--- src/rtl/emulib_rammodel_responder_if.sv ---
// emulib_rammodel_responder_if
// Bundles the backend push streams (B completions, R beats) and the AXI B/R
// response channels of the RAM-model responder.
// The slave modport is the responder's view; the master modport is the
// environment's view (backend plus emulated AXI master).
// Optional macro RAMMODEL_RESPONDER_ERR_EN adds the per-entry error inputs.
interface emulib_rammodel_responder_if #(
    parameter int DATA_WIDTH = 64,
    parameter int ID_WIDTH   = 4
) ();
    logic                  bresp_valid;
    logic                  bresp_ready;
    logic [ID_WIDTH-1:0]   bresp_id;
    logic                  rresp_valid;
    logic                  rresp_ready;
    logic [ID_WIDTH-1:0]   rresp_id;
    logic [7:0]            rresp_len;
    logic [DATA_WIDTH-1:0] rresp_data;
    logic                  axi_bvalid;
    logic                  axi_bready;
    logic [ID_WIDTH-1:0]   axi_bid;
    logic [1:0]            axi_bresp;
    logic                  axi_rvalid;
    logic                  axi_rready;
    logic [ID_WIDTH-1:0]   axi_rid;
    logic [DATA_WIDTH-1:0] axi_rdata;
    logic [1:0]            axi_rresp;
    logic                  axi_rlast;
`ifdef RAMMODEL_RESPONDER_ERR_EN
    logic                  bresp_err;
    logic                  rresp_err;
`endif

    modport slave (
`ifdef RAMMODEL_RESPONDER_ERR_EN
        input  bresp_err, rresp_err,
`endif
        input  bresp_valid, bresp_id, rresp_valid, rresp_id, rresp_len, rresp_data,
        input  axi_bready, axi_rready,
        output bresp_ready, rresp_ready,
        output axi_bvalid, axi_bid, axi_bresp,
        output axi_rvalid, axi_rid, axi_rdata, axi_rresp, axi_rlast
    );

    modport master (
`ifdef RAMMODEL_RESPONDER_ERR_EN
        output bresp_err, rresp_err,
`endif
        output bresp_valid, bresp_id, rresp_valid, rresp_id, rresp_len, rresp_data,
        output axi_bready, axi_rready,
        input  bresp_ready, rresp_ready,
        input  axi_bvalid, axi_bid, axi_bresp,
        input  axi_rvalid, axi_rid, axi_rdata, axi_rresp, axi_rlast
    );
endinterface

--- src/rtl/emulib_rammodel_responder.sv ---
// emulib_rammodel_responder
// Return-path endpoint of the RAM model: buffers backend write completions
// and read beats in two independent first-word-fall-through FIFOs and presents
// them as AXI4 B and R responses. An R framer stamps the burst ID and derives
// rlast from the AXI len sampled on the first beat of each burst.
// Optional macro RAMMODEL_RESPONDER_ERR_EN adds per-entry error flags that
// turn the response code into SLVERR; without it responses are always OKAY.
module emulib_rammodel_responder #(
    parameter int DATA_WIDTH   = 64,
    parameter int ID_WIDTH     = 4,
    parameter int B_FIFO_DEPTH = 8,
    parameter int R_FIFO_DEPTH = 16
) (
    input  logic                         clk,
    input  logic                         rst,
    emulib_rammodel_responder_if.slave   bus,
    output logic                         idle
);

    localparam int BAW = $clog2(B_FIFO_DEPTH);
    localparam int BCW = BAW + 1;
    localparam int RAW = $clog2(R_FIFO_DEPTH);
    localparam int RCW = RAW + 1;
    localparam logic [BCW-1:0] B_FULL_CNT = BCW'(B_FIFO_DEPTH);
    localparam logic [RCW-1:0] R_FULL_CNT = RCW'(R_FIFO_DEPTH);

    typedef enum logic {
        R_HEAD,
        R_BODY
    } rState_e;

    // ------------------------------------------------------------------
    // B channel FIFO
    // ------------------------------------------------------------------
    logic [ID_WIDTH-1:0] bIdMem_q [B_FIFO_DEPTH];
    logic [BAW-1:0]      bWrPtr_q, bWrPtr_d;
    logic [BAW-1:0]      bRdPtr_q, bRdPtr_d;
    logic [BCW-1:0]      bCount_q, bCount_d;
    logic                bFull, bEmpty, bPush, bPop;

    assign bFull  = (bCount_q == B_FULL_CNT);
    assign bEmpty = (bCount_q == '0);
    assign bPush  = bus.bresp_valid && !bFull;
    assign bPop   = !bEmpty && bus.axi_bready;

    assign bus.bresp_ready = !bFull;
    assign bus.axi_bvalid  = !bEmpty;
    assign bus.axi_bid     = bEmpty ? '0 : bIdMem_q[bRdPtr_q];

    // Next-state pointers and occupancy; push+pop together keeps the count
    always_comb begin
        bWrPtr_d = bWrPtr_q;
        bRdPtr_d = bRdPtr_q;
        bCount_d = bCount_q;
        if (bPush) begin
            bWrPtr_d = bWrPtr_q + BAW'(1);
        end
        if (bPop) begin
            bRdPtr_d = bRdPtr_q + BAW'(1);
        end
        if (bPush && !bPop) begin
            bCount_d = bCount_q + BCW'(1);
        end else if (!bPush && bPop) begin
            bCount_d = bCount_q - BCW'(1);
        end
    end

    // B pointer/count registers, cleared immediately by reset
    always_ff @(posedge clk or posedge rst) begin
        if (rst) begin
            bWrPtr_q <= '0;
            bRdPtr_q <= '0;
            bCount_q <= '0;
        end else begin
            bWrPtr_q <= bWrPtr_d;
            bRdPtr_q <= bRdPtr_d;
            bCount_q <= bCount_d;
        end
    end

    // B storage; contents are only visible while the entry is counted
    always_ff @(posedge clk) begin
        if (bPush) begin
            bIdMem_q[bWrPtr_q] <= bus.bresp_id;
        end
    end

    // ------------------------------------------------------------------
    // R burst framer
    // ------------------------------------------------------------------
    rState_e             rState_q;
    logic [7:0]          rRemain_q;
    logic [ID_WIDTH-1:0] rCurId_q;
    logic [ID_WIDTH-1:0] rPushId;
    logic                rPushLast;

    // ------------------------------------------------------------------
    // R channel FIFO
    // ------------------------------------------------------------------
    logic [ID_WIDTH-1:0]   rIdMem_q   [R_FIFO_DEPTH];
    logic [DATA_WIDTH-1:0] rDataMem_q [R_FIFO_DEPTH];
    logic                  rLastMem_q [R_FIFO_DEPTH];
    logic [RAW-1:0]        rWrPtr_q, rWrPtr_d;
    logic [RAW-1:0]        rRdPtr_q, rRdPtr_d;
    logic [RCW-1:0]        rCount_q, rCount_d;
    logic                  rFull, rEmpty, rPush, rPop;

    assign rFull  = (rCount_q == R_FULL_CNT);
    assign rEmpty = (rCount_q == '0);
    assign rPush  = bus.rresp_valid && !rFull;
    assign rPop   = !rEmpty && bus.axi_rready;

    assign bus.rresp_ready = !rFull;
    assign bus.axi_rvalid  = !rEmpty;
    assign bus.axi_rid     = rEmpty ? '0   : rIdMem_q[rRdPtr_q];
    assign bus.axi_rdata   = rEmpty ? '0   : rDataMem_q[rRdPtr_q];
    assign bus.axi_rlast   = rEmpty ? 1'b0 : rLastMem_q[rRdPtr_q];

    // Beat tagging: the header beat carries its own id/len, body beats reuse
    // the latched id and count down to the final beat
    always_comb begin
        rPushId   = rCurId_q;
        rPushLast = (rRemain_q == 8'd1);
        if (rState_q == R_HEAD) begin
            rPushId   = bus.rresp_id;
            rPushLast = (bus.rresp_len == 8'd0);
        end
    end

    // Framer FSM: advances only on an accepted beat
    always_ff @(posedge clk or posedge rst) begin
        if (rst) begin
            rState_q  <= R_HEAD;
            rRemain_q <= 8'd0;
            rCurId_q  <= '0;
        end else if (rPush) begin
            case (rState_q)
                R_HEAD: begin
                    rCurId_q <= bus.rresp_id;
                    if (bus.rresp_len != 8'd0) begin
                        rRemain_q <= bus.rresp_len;
                        rState_q  <= R_BODY;
                    end
                end
                R_BODY: begin
                    rRemain_q <= rRemain_q - 8'd1;
                    if (rRemain_q == 8'd1) begin
                        rState_q <= R_HEAD;
                    end
                end
                default: begin
                    rState_q <= R_HEAD;
                end
            endcase
        end
    end

    // Next-state pointers and occupancy for the R FIFO
    always_comb begin
        rWrPtr_d = rWrPtr_q;
        rRdPtr_d = rRdPtr_q;
        rCount_d = rCount_q;
        if (rPush) begin
            rWrPtr_d = rWrPtr_q + RAW'(1);
        end
        if (rPop) begin
            rRdPtr_d = rRdPtr_q + RAW'(1);
        end
        if (rPush && !rPop) begin
            rCount_d = rCount_q + RCW'(1);
        end else if (!rPush && rPop) begin
            rCount_d = rCount_q - RCW'(1);
        end
    end

    // R pointer/count registers, cleared immediately by reset
    always_ff @(posedge clk or posedge rst) begin
        if (rst) begin
            rWrPtr_q <= '0;
            rRdPtr_q <= '0;
            rCount_q <= '0;
        end else begin
            rWrPtr_q <= rWrPtr_d;
            rRdPtr_q <= rRdPtr_d;
            rCount_q <= rCount_d;
        end
    end

    // R storage written with the framed beat
    always_ff @(posedge clk) begin
        if (rPush) begin
            rIdMem_q[rWrPtr_q]   <= rPushId;
            rDataMem_q[rWrPtr_q] <= bus.rresp_data;
            rLastMem_q[rWrPtr_q] <= rPushLast;
        end
    end

    // ------------------------------------------------------------------
    // Response codes
    // ------------------------------------------------------------------
`ifdef RAMMODEL_RESPONDER_ERR_EN
    logic bErrMem_q [B_FIFO_DEPTH];
    logic rErrMem_q [R_FIFO_DEPTH];

    // Per-entry error flags travel alongside the B and R payloads
    always_ff @(posedge clk) begin
        if (bPush) begin
            bErrMem_q[bWrPtr_q] <= bus.bresp_err;
        end
        if (rPush) begin
            rErrMem_q[rWrPtr_q] <= bus.rresp_err;
        end
    end

    assign bus.axi_bresp = (!bEmpty && bErrMem_q[bRdPtr_q]) ? 2'b10 : 2'b00;
    assign bus.axi_rresp = (!rEmpty && rErrMem_q[rRdPtr_q]) ? 2'b10 : 2'b00;
`else
    assign bus.axi_bresp = 2'b00;
    assign bus.axi_rresp = 2'b00;
`endif

    assign idle = bEmpty && rEmpty && (rState_q == R_HEAD);

endmodule
--- src/flat_wrapper.sv ---
// flat-port wrapper written by rule: the top's interface ports become plain ports
module emulib_rammodel_responder_flat 
#(
    parameter int DATA_WIDTH   = 64,
    parameter int ID_WIDTH     = 4,
    parameter int B_FIFO_DEPTH = 8,
    parameter int R_FIFO_DEPTH = 16
)
  (clk, rst, idle, bus_bresp_valid, bus_bresp_id, bus_rresp_valid, bus_rresp_id, bus_rresp_len, bus_rresp_data, bus_axi_bready, bus_axi_rready, bus_bresp_ready, bus_rresp_ready, bus_axi_bvalid, bus_axi_bid, bus_axi_bresp, bus_axi_rvalid, bus_axi_rid, bus_axi_rdata, bus_axi_rresp, bus_axi_rlast);
  emulib_rammodel_responder_if #(.DATA_WIDTH(DATA_WIDTH), .ID_WIDTH(ID_WIDTH)) bus_i ();
  input  logic clk;
  input  logic rst;
  output logic idle;
  input wire logic [$bits(bus_i.bresp_valid)-1:0] bus_bresp_valid;
  input wire logic [$bits(bus_i.bresp_id)-1:0] bus_bresp_id;
  input wire logic [$bits(bus_i.rresp_valid)-1:0] bus_rresp_valid;
  input wire logic [$bits(bus_i.rresp_id)-1:0] bus_rresp_id;
  input wire logic [$bits(bus_i.rresp_len)-1:0] bus_rresp_len;
  input wire logic [$bits(bus_i.rresp_data)-1:0] bus_rresp_data;
  input wire logic [$bits(bus_i.axi_bready)-1:0] bus_axi_bready;
  input wire logic [$bits(bus_i.axi_rready)-1:0] bus_axi_rready;
  output wire logic [$bits(bus_i.bresp_ready)-1:0] bus_bresp_ready;
  output wire logic [$bits(bus_i.rresp_ready)-1:0] bus_rresp_ready;
  output wire logic [$bits(bus_i.axi_bvalid)-1:0] bus_axi_bvalid;
  output wire logic [$bits(bus_i.axi_bid)-1:0] bus_axi_bid;
  output wire logic [$bits(bus_i.axi_bresp)-1:0] bus_axi_bresp;
  output wire logic [$bits(bus_i.axi_rvalid)-1:0] bus_axi_rvalid;
  output wire logic [$bits(bus_i.axi_rid)-1:0] bus_axi_rid;
  output wire logic [$bits(bus_i.axi_rdata)-1:0] bus_axi_rdata;
  output wire logic [$bits(bus_i.axi_rresp)-1:0] bus_axi_rresp;
  output wire logic [$bits(bus_i.axi_rlast)-1:0] bus_axi_rlast;
  assign bus_i.bresp_valid = bus_bresp_valid;
  assign bus_i.bresp_id = bus_bresp_id;
  assign bus_i.rresp_valid = bus_rresp_valid;
  assign bus_i.rresp_id = bus_rresp_id;
  assign bus_i.rresp_len = bus_rresp_len;
  assign bus_i.rresp_data = bus_rresp_data;
  assign bus_i.axi_bready = bus_axi_bready;
  assign bus_i.axi_rready = bus_axi_rready;
  assign bus_bresp_ready = bus_i.bresp_ready;
  assign bus_rresp_ready = bus_i.rresp_ready;
  assign bus_axi_bvalid = bus_i.axi_bvalid;
  assign bus_axi_bid = bus_i.axi_bid;
  assign bus_axi_bresp = bus_i.axi_bresp;
  assign bus_axi_rvalid = bus_i.axi_rvalid;
  assign bus_axi_rid = bus_i.axi_rid;
  assign bus_axi_rdata = bus_i.axi_rdata;
  assign bus_axi_rresp = bus_i.axi_rresp;
  assign bus_axi_rlast = bus_i.axi_rlast;
  emulib_rammodel_responder #(.DATA_WIDTH(DATA_WIDTH), .ID_WIDTH(ID_WIDTH), .B_FIFO_DEPTH(B_FIFO_DEPTH), .R_FIFO_DEPTH(R_FIFO_DEPTH)) u_core (.clk(clk), .rst(rst), .bus(bus_i), .idle(idle));
endmodule
--- config.mk ---
export PLATFORM = sky130hd
export DESIGN_NAME = emulib_rammodel_responder_flat
export DESIGN_NICKNAME = d
export VERILOG_FILES = /design/src/rtl/emulib_rammodel_responder_if.sv /design/src/rtl/emulib_rammodel_responder.sv /design/src/flat_wrapper.sv
export SDC_FILE = /design/constraint.sdc
export NUM_CORES = 1
export LEC_CHECK = 0
export CAP_MARGIN = 20
export CORE_UTILIZATION = 25
export DETAILED_ROUTE_END_ITERATION = 8
export GPL_ROUTABILITY_DRIVEN = 0
export PLACE_DENSITY = 0.44
export RECOVER_POWER = 50
export SLEW_MARGIN = 5
export SYNTH_ARGS = -nofsm -noshare
export SYNTH_HDL_FRONTEND = slang
export SYNTH_SLANG_ARGS = --single-unit
export TNS_END_PERCENT = 10
--- constraint.sdc ---
create_clock -name clk -period 7.3 [get_ports clk]
set_input_delay 1.825 -clock clk [delete_from_list [all_inputs] [get_ports clk]]
set_output_delay 1.825 -clock clk [all_outputs]
set_load 0.02 [all_outputs]
==> summary.md, run 1 <==
| Metric | Value |
|---|---|
| Cells after Synth | 1981 |
| Post-synth EDFFs | around 1100 |
| Die height | 427 µm |
| Fmax achieved | 161 MHz |
| Drt wl/cell | roughly 24 µm |
| Metal2 WL | a little under 60 mm |
| Gr ovfl total | 0 |
| Unrepaired setup endpoints after global routing | false |
| Util after Layout | 30.4% |
| Detailed Place HPWL | between 50 and 60 mm |
| Routed WL | around 110 mm |
| R2R depth | 6 |
| Seq/Total Area, Yosys | 77.7% |
| Synth Area in Compound Gates | under 10% |
| Initial Util | 25.2% |
| Clock slew at reported path FFs | 0.07 ns |
| # setup viols final | 0 |
| Post-CTS setup buffers | 0 |
| Slew Viols, Final | 37 |
| Vias per cell | 4.43 |
| Setup TNS | 0 ns |
| CTS Buf Count | about 130 |
| Vias in the first global route | 22740 |
| Reg area | around 0.035 mm² |
| WP data arrival | 4.37 ns |
| Later-pin clock latency in the skew report | 0.77 ns |
| Cell Pwr Density | 411 mW/mm² |
| I/O Pins | 168 |
| Initial antenna violation count | 26 |
| Pin count of the biggest net entering global routing | 70 |
| Drt initial violations | 1304 |
| Post-Place Worst Slack | about 1.9 ns |
| Area Overhead vs Synth | 20.5% |
| Ys flop type | edfxtp_1 |
| Post-DP Area | about 0.05 mm² |
| Hold_buf cts | 0 |
| Worst setup margin | 1.11 ns |
| H-tree depth | 4 |
| Avg Cell Area, Syn | 22.8 µm² |
| Share of layout cells above drive strength 1 | about a quarter |
| First-pass GRT wire length | roughly 160 mm |
| Fin crit share | 84.9% |
| Worst hold slack | 0.484 ns |
| DIE WIDTH | 427 µm |
| Top layer in use | met5 |
| Buffers on Ports | 163 |
| Multi-input combinational cell area | 0.00967 mm² |
| Final #Nets | 2333 |
| M1 WL | 49.1 mm |
| CP Class | flip-flop to output port |
| Synth Area in Simple Gates | under 10% |
| VDD IR max | 0.334 mV |
| CP startpoint kind | flip-flop |
| Async SR Flop Fraction | about 3% |
| FP Rows | 155 |
| Total of max-cap violations | 1 |
| Crit. End Element | output port |
| DRT Pass-1 Iters | 5 |
| Post-Synth Adder-Cell Area | 0.533% |
| Largest family of logic cells by synthesized area | multiplexers |
| Gr usage total | between 10 and 15% |
| Req. time, crit path | 5.48 ns |
| Max clock buf depth | 3 |
| Fin area | 0.0543 mm² |
| Hold path depth | 2 |
| Die Area | 0.182 mm² |
| Area of the core | 0.179 mm² |
| Max-slew headroom | -41.2% |
| Dpl cells | 4449 |
| Post-DRT Antenna Nets | 0 |
| Final Power | 22.3 mW |
| CTS resizes | 0 |
| Worst clock skew | 0.0310 ns |
| Remaining DRCs | 0 |
| Failing checks | capacitance limit, slew limit |
| Hold WC Path Type | flip-flop to flip-flop |
| TritonCTS clock tree | built |
| Post-layout instance count excluding filler cells | 4689 |
| Static leakage | 17.2 nW |
| Xor and xnor area share after synthesis | less than 1% |
| Max Fanout on Critical Path | 42 |
| CTS Sinks | 1172 |
| Mapped cell area | 0.0451 mm² |
| Status | finished, violations left |
| Unique cell type count in the Yosys netlist | 50 |
| Met3 wire length | 4.23 mm |
| Crit path time final | about 6.2 ns |
| CTS root buf | clkbuf_16 |
| Fillers | approximately 17000 |
| Routed vias | 20783 |
| Worst-Margin Slew | roughly 2.1 ns |
| Portion of netlist area occupied by mux cells | 17.6% |
| Fin. Hold Viols | 0 |
| #FFs+latches synth | between 1000 and 1500 |
| Synth warn | 0 |
[metal layers]
metal / global-route usage, % / vias up
li1: - / 8899
met5: 0 / -
met4: 3.63 / 4
met2: 22.0 / 450
met3: 2.42 / 190
met1: 15.9 / 11240
[synthesized netlist by cell type, drive strengths merged, types with 2 or more instances]
cell type	number	area [µm²]
nor2	30	113
edfxtp	1136	34100
nor2b	4	25.0
a211o	3	27.5
a21o	3	22.5
inv	13	48.8
clkbuf	36	135
a21oi	4	20.0
and3	2	12.5
nand2b	8	50.1
mux2i	145	1450
buf	75	375
nor3	11	60.1
mux2	8	90.1
o31ai	5	37.5
or4b	2	20.0
fa	2	40.0
nor4	5	37.5
ha	16	200
dfrtp	36	901
o22ai	69	432
nand3	7	35.0
nand2	38	143
o21ai	7	35.0
mux4	284	6400
xnor2	15	131
[power breakdown]
| group | switching (mW) | total [mW] | internal (mW) |
|---|---|---|---|
| registers | 0.466 | 8.66 | 8.20 |
| logic | 3.83 | 6.98 | 3.15 |
| clock network | 2.77 | 6.66 | 3.89 |
| total | 7.07 | 22.3 | 15.2 |
[cell type report]
cell class,instances,share of cell area [%]
flip-flops and latches,1172,64.5
multi-input cells,688,17.8
clock buffers,162,6.45
well taps,2355,5.42
repair buffers,221,4.17
clock inverters,75,1.58
inverters,13,0.0898
diodes,3,0.0138
[flip-flops by register name, summed over array words and instances (netlist names), 4 cells and up]
name               flops
u_core.rLastMem_q     16
u_core.rCurId_q        4
u_core.rCount_q        5
u_core.rDataMem_q   1024
u_core.rRemain_q       8
u_core.bIdMem_q       32
u_core.rIdMem_q       64
u_core.rRdPtr_q        4
u_core.rWrPtr_q        4
u_core.bCount_q        4
[cells in the final DEF, fill, tap and decap left out, types with 15 or more instances in the layout]
master	Yosys	layout
clkdlybuf4s50_1	0	86
clkinv_1	0	24
mux2i_1	145	145
ha_1	16	16
nand2_1	38	37
nor2_1	30	18
buf_12	0	16
mux4_2	284	284
xnor2_1	15	15
buf_4	10	41
clkbuf_16	0	136
clkbuf_1	36	27
dfrtp_1	36	33
edfxtp_1	1136	1136
o22ai_1	69	69
dlygate4sd3_1	0	77
[path summary, 6_finish.rpt]
check	end	slack, ns	from
max reg2reg	u_core.rDataMem_q[10][9]	3.64	u_core.rCount_q[0]
min	u_core.rCurId_q[2]	0.48	u_core.rCurId_q[2]
min in group asynchronous	u_core.rRemain_q[0]	2.28	rst
min reg2reg	u_core.rCurId_q[2]	0.48	u_core.rCurId_q[2]
max	bus_axi_rdata[11]	1.11	u_core.rCount_q[0]
max in group asynchronous	u_core.rRdPtr_q[0]	3.52	rst
[cell families after synthesis]
| kind of cell | count (synthesis) |
|---|---|
| adder cells (fa/ha/maj) | 18 |
| XOR/XNOR | 16 |
| flip-flops | 1172 |
| multiplexers | 437 |
| other | 1 |
| AO/OA/AOI/OAI | 100 |
| AND/OR/NAND/NOR | 113 |
| buffers and inverters | 124 |
[critical path, stage by stage, from the launching register on]
cell	delay, ns
dfrtp_1	0.45
nor4_2	0.45
nand2b_1	0.43
nand2b_4	0.95
buf_4	0.43
o22ai_1	0.21
clkdlybuf4s50_1	0.64
No activity file was read; power rests on OpenSTA's default activity.
==> run 2, diff against run 1 <==
- PLACE_DENSITY: 0.44 -> 0.46
- clock period: 7.3 -> 5.25 ns (I/O delays scaled with it)
==> run 2 against run 1 <==
The run still ends with capacitance limit, slew limit left; sequential power grew 37%; utilization grew 0.18 points; register-to-register slack lost 1.9 ns; clock skew shrank 0.0050 ns; clock power grew 34%; cell area grew 0.60%; hold slack lost 0.0064 ns; sequential cell count is the same; final cell count grew 0.49%; non-clock buffer count grew 15; worst setup slack lost 0.80 ns; first-iteration DRC count shrank 7.1%; critical path type unchanged.
==> summary.md, run 2 (synthesis results as in run 1) <==
| Metric | Value |
|---|---|
| Status | finished, violations left |
| Failing checks | capacitance limit, slew limit |
| Clock slew at reported path FFs | 0.06 ns (about the same) |
| Hold WC Path Type | flip-flop to flip-flop |
| Post-DP Area | 0.0504 mm² (+0.83%) |
| Routed vias | 20934 (+0.73%) |
| Detailed Place HPWL | 59.8 mm (about the same) |
| Die Area | 0.182 mm² (unchanged) |
| Max clock buf depth | 3 (unchanged) |
| Slowest cell on crit path | clkdlybuf4s50_1 |
| Slowest cell delay on critical path | 0.59 ns (-0.36 ns) |
| VDD IR max | 0.367 mV (+10%) |
| TritonCTS clock tree | built |
| Largest regs | u_core.rDataMem_q x1024, u_core.rIdMem_q x64, u_core.bIdMem_q x32 |
| Share of layout cells above drive strength 1 | 24.2% (+0.24 points) |
| Most common cell after layout, fill and taps aside | edfxtp_1 |
| Drt initial violations | 1212 (-7.1%) |
| Fin area | 0.0546 mm² (+0.60%) |
| Most frequent cells in the layout | edfxtp_1 (1136), mux4_2 (284), mux2i_1 (145) |
| Die height | 427 µm (unchanged) |
| Fillers | 17127 (-0.44%) |
| Slew Viols, Final | 37 (unchanged) |
| Routed WL | 115 mm (+0.13%) |
| CP Class | flip-flop to output port |
| CTS Buf Count | 135 (+1.5%) |
| Gr ovfl total | 0 (unchanged) |
| Crit. End Element | output port |
| Largest register FFs | 1024 (unchanged) |
| Worst-Margin Slew | 2.08 ns (-0.0336 ns) |
| Remaining DRCs | 0 (unchanged) |
| FP Rows | 155 (unchanged) |
| DIE WIDTH | 427 µm (unchanged) |
| Buffers on Ports | 163 (unchanged) |
| WP data arrival | 3.64 ns (-0.73 ns) |
| Worst setup margin | 0.300 ns (-0.805 ns) |
| Worst clock skew | 0.0260 ns (-0.00498 ns) |
| Worst hold slack | 0.478 ns (-0.00641 ns) |
| CTS root buf | clkbuf_16 |
| Area Overhead vs Synth | 21.2% |
| Post-layout instance count excluding filler cells | 4712 (+0.49%) |
| Total of max-cap violations | 1 (unchanged) |
| Post-DRT Antenna Nets | 0 (unchanged) |
| CTS Sinks | 1172 (unchanged) |
| Final #Nets | 2351 (+0.77%) |
| Static leakage | 17.3 nW (+0.53%) |
| Crit path time final | 4.95 ns |
| Initial Util | 25.2% (unchanged) |
| Max Fanout on Critical Path | 25 (-40%) |
| Later-pin clock latency in the skew report | 0.77 ns (about the same) |
| Buf/Inv on CP | 2 (unchanged) |
| Vias in the first global route | 23010 (+1.2%) |
| # setup viols final | 0 (unchanged) |
| Setup TNS | 0 ns (unchanged) |
| Unrepaired setup endpoints after global routing | false |
| Fmax achieved | 202 MHz |
| Final Power | 30.9 mW (+39%) |
| Initial antenna violation count | 22 (-15%) |
| Max-slew headroom | -39.0% (+2.2 points) |
| Fin crit share | 94.3% |
| Req. time, crit path | 3.94 ns (-1.54 ns) |
| Largest Register | u_core.rDataMem_q |
| Crit path max-delay family | simple AND/OR/NAND/NOR gates |
| First-pass GRT wire length | 163 mm (about the same) |
| I/O Pins | 168 (unchanged) |
| Util after Layout | 30.6% (+0.18 points) |
| Fin. Hold Viols | 0 (unchanged) |
| Hold_buf cts | 0 (unchanged) |
| Post-Place Worst Slack | 0.729 ns (-1.15 ns) |
| Gr usage total | 12.6% (-0.026 points) |
| H-tree depth | 4 (unchanged) |
| Drt wl/cell | 24.3 µm (-0.36%) |
| Cell Pwr Density | 566 mW/mm² (+38%) |
| CP startpoint kind | flip-flop |
| Dpl cells | 4462 (+0.29%) |
| Pin count of the biggest net entering global routing | 82 (+17%) |
| Vias per cell | 4.44 (+0.23%) |
| Area of the core | 0.179 mm² (unchanged) |
| DRT Pass-1 Iters | 5 (unchanged) |
| Cell breakdown of the critical path | nor4_2 -> nand2b_2 -> nand2_8 -> buf_4 -> o22ai_1 -> clkdlybuf4s50_1 |
==> run 2: changes by cell type in the layout (fill, tap and decap cells not counted), sizes merged, moves of 4 or more <==
| cell | previous run | this run |
|---|---|---|
| buf | 57 | 72 |
| clkbuf | 163 | 172 |
| clkinv | 42 | 50 |
| inv | 29 | 23 |
| clkdlybuf4s50 | 86 | 91 |
| dlygate4sd3 | 77 | 72 |
| bufinv | 12 | 8 |
==> run 2: cell type report <==
cell class | instances | area (µm²) | area share (%)
multi-input cells | 689 | 9680 | 17.7
diodes | 4 | 10.0 | 0.0183
clock buffers | 171 | 3510 | 6.43
flip-flops and latches | 1172 | 35000 | 64.1
inverters | 13 | 48.8 | 0.0893
well taps | 2355 | 2950 | 5.39
repair buffers | 236 | 2710 | 4.97
clock inverters | 72 | 704 | 1.29
==> run 2: routing by layer <==
metal,GRT usage [%],share of wire [%],vias up
met3,2.43,4.1,188
met5,0,0.011,-
met1,15.6,42,11334
met4,3.74,2.5,2
met2,22.1,51,467
li1,-,-,8943
==> run 2: worst reg2reg max path, stage by stage (launching register included) <==
cell	delay, ns
dfrtp_1	0.44
nor4_2	0.42
a21bo_1	0.53
inv_1	0.47
ha_1	0.34
inv_1	0.16
ha_1	0.30
a21o_1	0.20
a21oi_1	0.18
mux2i_1	0.24
xnor2_1	0.15
==> run 2: what timing repair did <==
action / in CTS / in global routing
endpoints found under the hold margin: 0 / 0
buffers inserted: 0 / 2
resized for setup: 1 / 1
endpoints found under the setup margin: 8 / 8
cloned: 0 / 1
pin swaps: 0 / 1
==> run 2: worst paths after layout <==
kind | start | to | slack [ns] | cells past startpoint
worst max-delay path | u_core.rCount_q[0] | bus_axi_rdata[48] | 0.30 | 6
worst min-delay path | u_core.rCurId_q[0] | u_core.rCurId_q[0] | 0.48 | 2
worst max register to register | u_core.rCount_q[0] | u_core.rCount_q[4] | 1.73 | 10
worst min register to register | u_core.rCurId_q[0] | u_core.rCurId_q[0] | 0.48 | 2
max in group asynchronous | rst | u_core.rRdPtr_q[2] | 2.02 | 3
min in group asynchronous | rst | u_core.rCurId_q[0] | 1.75 | 3
==> run 2: where the power goes <==
part / switching [mW] / internal (mW) / leakage (nW) / total [mW]
registers: 0.509 / 11.4 / 10.7 / 11.9
clock network: 3.77 / 5.18 / 2.04 / 8.95
logic: 5.49 / 4.56 / 4.51 / 10.0
==> run 3, diff against run 2 <==
- MAX_ROUTING_LAYER: not set -> met4
- PLACE_DENSITY: 0.46 -> 0.44
- clock period: 5.25 -> 4.77 ns (I/O delays scaled with it)
==> run 3 against run 2 <==
The flow now finishes without violations; final cell count up 0.25%; power up 12%; combinational power up 13%; worst setup slack worse by 0.14 ns; sequential cell count unchanged; critical path depth down 1; utilization up 0.16 points; routed wire length up 2.7%; cell area up 0.52%; critical path type unchanged; largest power group unchanged; highest routed layer is now met4.
==> summary.md, run 3 (synthesis results as in run 1) <==
| Metric | Value |
|---|---|
| Status | finished, final reports clean |
| Routed vias | 20971 (+0.18%) |
| Dpl cells | 4471 (+0.20%) |
| Fin. Hold Viols | 0 (unchanged) |
| Max Fanout on Critical Path | 28 (+12%) |
| WP data arrival | 3.42 ns (-0.22 ns) |
| Req. time, crit path | 3.58 ns (-0.36 ns) |
| Share of layout cells above drive strength 1 | 24.7% (+0.47 points) |
| Fillers | 17152 (+0.15%) |
| Remaining DRCs | 0 (unchanged) |
| Fmax achieved | 217 MHz |
| Int Power | 23.7 mW (+12%) |
| Worst clock skew | 0.0297 ns (+0.00372 ns) |
| Detailed Place HPWL | 60.1 mm (+0.65%) |
| Comb pwr share | 32.8% (+0.3 points) |
| Buffers on Ports | 163 (unchanged) |
| Psw | 10.9 mW (+11%) |
| I/O Pins | 168 (unchanged) |
| FP Rows | 155 (unchanged) |
| Largest register FFs | 1024 (unchanged) |
| CTS Sinks | 1172 (unchanged) |
| Cell breakdown of the critical path | buf_12 -> mux4_2 -> mux2i_1 -> o22ai_1 -> clkdlybuf4s50_1 |
| Buf/Inv on CP | 2 (unchanged) |
| Routed WL | 118 mm (+2.7%) |
| DIE WIDTH | 427 µm (unchanged) |
| Crit path max-delay family | buffers and inverters |
| CP Class | flip-flop to output port |
| H-tree depth | 4 (unchanged) |
| Hold_buf cts | 0 (unchanged) |
| Slew Viols, Final | 0 (-100%) |
| Fin crit share | a little over nine tenths |
| Reg2Reg Capture Point | u_core.rCount_q[4] |
| Gr usage total | 13.4% (+0.78 points) |
| Slowest cell on crit path | clkdlybuf4s50_1 |
| Drt initial violations | 1436 (+18%) |
| Total of max-cap violations | 0 (-1) |
| Crit path time final | 4.61 ns |
| Crit. End Element | output port |
| Clock power share | 29.2% (+0.2 points) |
| Vias in the first global route | 22823 (-0.81%) |
| Post-DRT Antenna Nets | 0 (unchanged) |
| Slowest cell delay on critical path | 0.75 ns (+0.16 ns) |
| Sw Share | 31.4% (-0.17 points) |
| R2R Path Start | u_core.rCount_q[1] |
| Setup TNS | 0 ns (unchanged) |
| Die Area | 0.182 mm² (unchanged) |
| Final #Nets | 2369 (+0.77%) |
| Most common cell after layout, fill and taps aside | edfxtp_1 |
| Reg power frac | 38.0% (-0.5 points) |
| Pin count of the biggest net entering global routing | 54 (-34%) |
| VDD IR max | 0.381 mV (+3.7%) |
| Gr ovfl total | 0 (unchanged) |
| Largest regs | u_core.rDataMem_q x1024, u_core.rIdMem_q x64, u_core.bIdMem_q x32 |
| # setup viols final | 0 (unchanged) |
| Initial Util | 25.2% (unchanged) |
| TritonCTS clock tree | built |
| Later-pin clock latency in the skew report | 0.77 ns (about the same) |
| CP startpoint kind | flip-flop |
| DRT Pass-1 Iters | 5 (unchanged) |
| Worst-Margin Slew | 1.21 ns (-0.877 ns) |
| R2R depth | 11 (+1) |
| Vias per cell | 4.44 (about the same) |
| Static leakage | 17.4 nW (+0.99%) |
| CTS Buf Count | 136 (+0.74%) |
| Hold wc startpoint | u_core.rCurId_q[2] |
| Initial antenna violation count | 22 (unchanged) |
| Cell Pwr Density | 630 mW/mm² (+11%) |
| Reg-to-reg slack, setup | 1.16 ns (-0.57 ns) |
| Hold path endpoint | u_core.rCurId_q[2] |
| Most frequent cells in the layout | edfxtp_1 (1136), mux4_2 (284), mux2i_1 (145) |
| Drt wl/cell | 24.9 µm (+2.5%) |
| Max-slew headroom | 19.5% (+58 points) |
| Post-layout instance count excluding filler cells | 4724 (+0.25%) |
| CTS root buf | clkbuf_16 |
| Hold path depth | 2 (unchanged) |
| Unrepaired setup endpoints after global routing | false |
| Area Overhead vs Synth | 21.8% |
| Die height | 427 µm (unchanged) |
| Largest Register | u_core.rDataMem_q |
| Area of the core | 0.179 mm² (unchanged) |
| First-pass GRT wire length | 167 mm (+2.2%) |
| Hold WC Path Type | flip-flop to flip-flop |
| Max clock buf depth | 3 (unchanged) |
| Clock slew at reported path FFs | 0.07 ns (about the same) |
==> run 3: metrics by stage <==
step	total power, mW	area, µm²	hold WS (ns)	setup WS [ns]	utilization [%]
finish	34.6	54900	0.479	0.161	30.7
detailed placement	24.9	50400	0.465	0.316	28.2
CTS	35.4	54900	0.479	0.000667	30.7
global placement	24.7	50400	0.455	0.288	28.2
global route	36.1	54900	0.503	0.0150	30.7
floorplan	20.1	45100	0.440	-0.423	-
==> run 3: power groups by stage <==
| stage | logic [mW] | clock network, mW | registers [mW] |
|---|---|---|---|
| global placement | 11.4 | 0 | 13.3 |
| global route | 12.1 | 10.8 | 13.2 |
| floorplan | 7.05 | 0 | 13.0 |
| finish | 11.3 | 10.1 | 13.1 |
| CTS | 11.8 | 10.4 | 13.2 |
| detailed placement | 11.5 | 0 | 13.4 |
==> run 3: worst max path at each step <==
stage	startpoint	endpoint	slack, ns	depth (start not counted)
4_1_cts	u_core.rRdPtr_q[1]	bus_axi_rdata[14]	0.0007	5
5_1_grt	u_core.rRdPtr_q[1]	bus_axi_rdata[20]	0.01	6
6_report	u_core.rRdPtr_q[1]	bus_axi_rlast	0.16	5
3_5_place_dp	u_core.rCount_q[0]	bus_axi_rid[1]	0.32	6
3_3_place_gp	u_core.rCount_q[0]	bus_axi_rid[1]	0.29	6
2_1_floorplan	bus_rresp_valid	u_core.rDataMem_q[15][0]	-0.42	5
==> run 3: worst reg2reg max path, delay by kind of cell (launching register included) <==
family	cells	cell delay, ns
xor+xnor	1	0.13
simple gates	1	0.34
buf+inv	3	0.88
compound gates	3	0.84
fa+ha+maj	2	0.66
mux	1	0.23
flops	1	0.46
==> run 3: metal layers <==
layer / vias up / GRT usage [%] / share of wire (%)
met5: - / - / 0
met4: 0 / 3.90 / 2.2
met3: 180 / 2.30 / 3.2
met2: 452 / 22.6 / 52
met1: 11366 / 16.5 / 43
li1: 8973 / - / -
==> run 3: timing repair <==
item / CTS / global route
buffers inserted: 8 / 1
gates resized for setup: 6 / 1
gates cloned: 1 / 0
pin swaps: 0 / 1
setup endpoints to repair: 69 / 13
==> run 3: layout make-up <==
type,count,area [µm²],area share [%]
Clock buffer,162,3560,6.49
Sequential cell,1172,35000,63.8
Timing Repair Buffer,254,2860,5.21
Tap cell,2355,2950,5.36
Multi-Input combinational cell,688,9700,17.7
Antenna cell,4,10.0,0.0182
Inverter,13,48.8,0.0888
Clock inverter,76,776,1.41
==> RTL change, RTL diff (settings of run 2) <==
`ID_WIDTH` is set to 4 in 3 places; all go to 3.
--- a/src/rtl/emulib_rammodel_responder_if.sv
+++ b/src/rtl/emulib_rammodel_responder_if.sv
@@ -7,5 +7,5 @@
 interface emulib_rammodel_responder_if #(
     parameter int DATA_WIDTH = 64,
-    parameter int ID_WIDTH   = 4
+    parameter int ID_WIDTH   = 3
 ) ();
     logic                  bresp_valid;
--- a/src/rtl/emulib_rammodel_responder.sv
+++ b/src/rtl/emulib_rammodel_responder.sv
@@ -8,5 +8,5 @@
 module emulib_rammodel_responder #(
     parameter int DATA_WIDTH   = 64,
-    parameter int ID_WIDTH     = 4,
+    parameter int ID_WIDTH     = 3,
     parameter int B_FIFO_DEPTH = 8,
     parameter int R_FIFO_DEPTH = 16
--- a/src/flat_wrapper.sv
+++ b/src/flat_wrapper.sv
@@ -3,5 +3,5 @@
 #(
     parameter int DATA_WIDTH   = 64,
-    parameter int ID_WIDTH     = 4,
+    parameter int ID_WIDTH     = 3,
     parameter int B_FIFO_DEPTH = 8,
     parameter int R_FIFO_DEPTH = 16
Interface: changed (resized bus_axi_bid, bus_axi_rid, bus_bresp_id and bus_rresp_id); port bits go from 168 to 164. No check against the original RTL was run, so the function may have changed too.
==> RTL change against run 2 <==
  * Design area fell by 2.7%
  * Cell count decreased by 1.8%
  * Setup slack improved by 0.015 ns
  * Routed wire length shrank 3.4%
  * Area after synthesis is 1.7% lower
  * First-iteration DRC count shrank 9.1%
  * Sequential share of layout area increased by 0.39 points
  * Sequential cell count decreased by 25
  * Global-route usage fell by 0.24 points
  * Power shrank 4.0%
  * Critical path type unchanged
  * Largest cell class unchanged
  * Largest power group unchanged
==> RTL change: results (changes against run 2) <==
xor and xnor fraction of the mapped netlist area 0.336% (+0.025 points); sequential fraction of the synthesis area 77.3% (-0.37 points); Netlist cell types 45 (-10%); fill cell count 17003 (-0.72%); Post-synth EDFFs 1112 (-2.1%); H-tree levels 3 (-1); Hold Worst Slack 0.500 ns (+0.0224 ns); hold path endpoint u_core.rCurId_q[1]; drt wl/cell 23.9 µm (-1.7%); number of port buffers 159 (-2.5%); switch share 31.5% (-0.076 points); Detail Route met3 WL 4060 µm (-14%); CP endpoint bus_axi_rdata[63]; Post-synth top cells edfxtp_1 (1112), mux4_2 (278), mux2i_1 (142); HPWL Detailed 55800 µm (-6.6%); Num CTS Buffers 121 (-10%); status finished clean; Cells after Synth 1935 (-2.3%); largest net degree at the start of global routing 69 (-16%); share of cells above drive strength 1 23.8% (-0.46 points); PostCTS Resize Cnt 4 (+3); initial antenna violation count 31 (+41%); Max stage delay on crit path 0.62 ns (+0.03 ns); final period utilization 94.0% (-0.29 points); Clock Latency Late Sink 0.74 ns (-0.03 ns); Total Wirelength 111000 µm (-3.4%); Post-CTS Setup Bufs 3 (+3); peak supply drop 0.000332 V (-9.5%); Pwr Total 29.7 mW (-4.0%); first-pass GRT wire length 160000 µm (-2.0%); Final Net Count 2281 (-3.0%); Synth area leaders edfxtp_1 (75%), mux4_2 (14%), mux2i_1 (3.2%); clock share of power 27.8% (-1.2 points); Async SR Flop Fraction 3.05% (-0.020 points); beginning of the worst hold path u_core.rCurId_q[1]; routing usage on met2 22.1% (-0.034 points); met1 wire length 46500 µm (-3.2%); Worst-Margin Slew 1.37 ns (-0.715 ns); grt met3 use 2.03% (-0.39 points); Top Registers u_core.rDataMem_q (1024), u_core.rIdMem_q (48), u_core.bIdMem_q (24); FF-to-FF setup slack 1.88 ns (+0.15 ns); largest fanout on the critical path 25 (unchanged); met2 routed WL 57600 µm (-2.4%); placed cell area 49200 µm² (-2.2%); post-synthesis compound-gate area fraction 1.46% (+0.013 points); Synth Area in Adders 0.542% (+0.0090 points); post-synthesis mux area share 17.5% (-0.074 points); vias per inst 4.39 (-1.2%); pre-CTS setup slack 0.537 ns (-0.192 ns); initial DRC count 1102 (-9.1%); vias in the first global route 22498 (-2.2%)
==> RTL change: cell types whose count changed after synthesis, moves of 3 or more <==
cell and delta:
buf_6 +29, edfxtp_1 -24, buf_1 -18, clkbuf_1 -14, mux4_2 -6, nor3_1 +6, nand2_1 -5, mux2i_1 -3
o31ai_1 -3
==> RTL change: final cells by class <==
type / count / area, µm² / share of cell area, %
clock buffers: 153 / 3200 / 6.02
clock inverters: 76 / 641 / 1.21
well taps: 2340 / 2930 / 5.51
flip-flops and latches: 1147 / 34300 / 64.5
multi-input cells: 673 / 9490 / 17.8
inverters: 12 / 45.0 / 0.0847
repair buffers: 224 / 2570 / 4.84
diodes: 4 / 10.0 / 0.0188
==> RTL change: worst max-delay path, delay by kind of cell (launching register included) <==
| kind | cells | cell delay, ns |
|---|---|---|
| flip-flops | 1 | 0.45 |
| buffers and inverters | 2 | 1.03 |
| AND/OR/NAND/NOR | 3 | 1.05 |
| AO/OA/AOI/OAI | 1 | 0.32 |
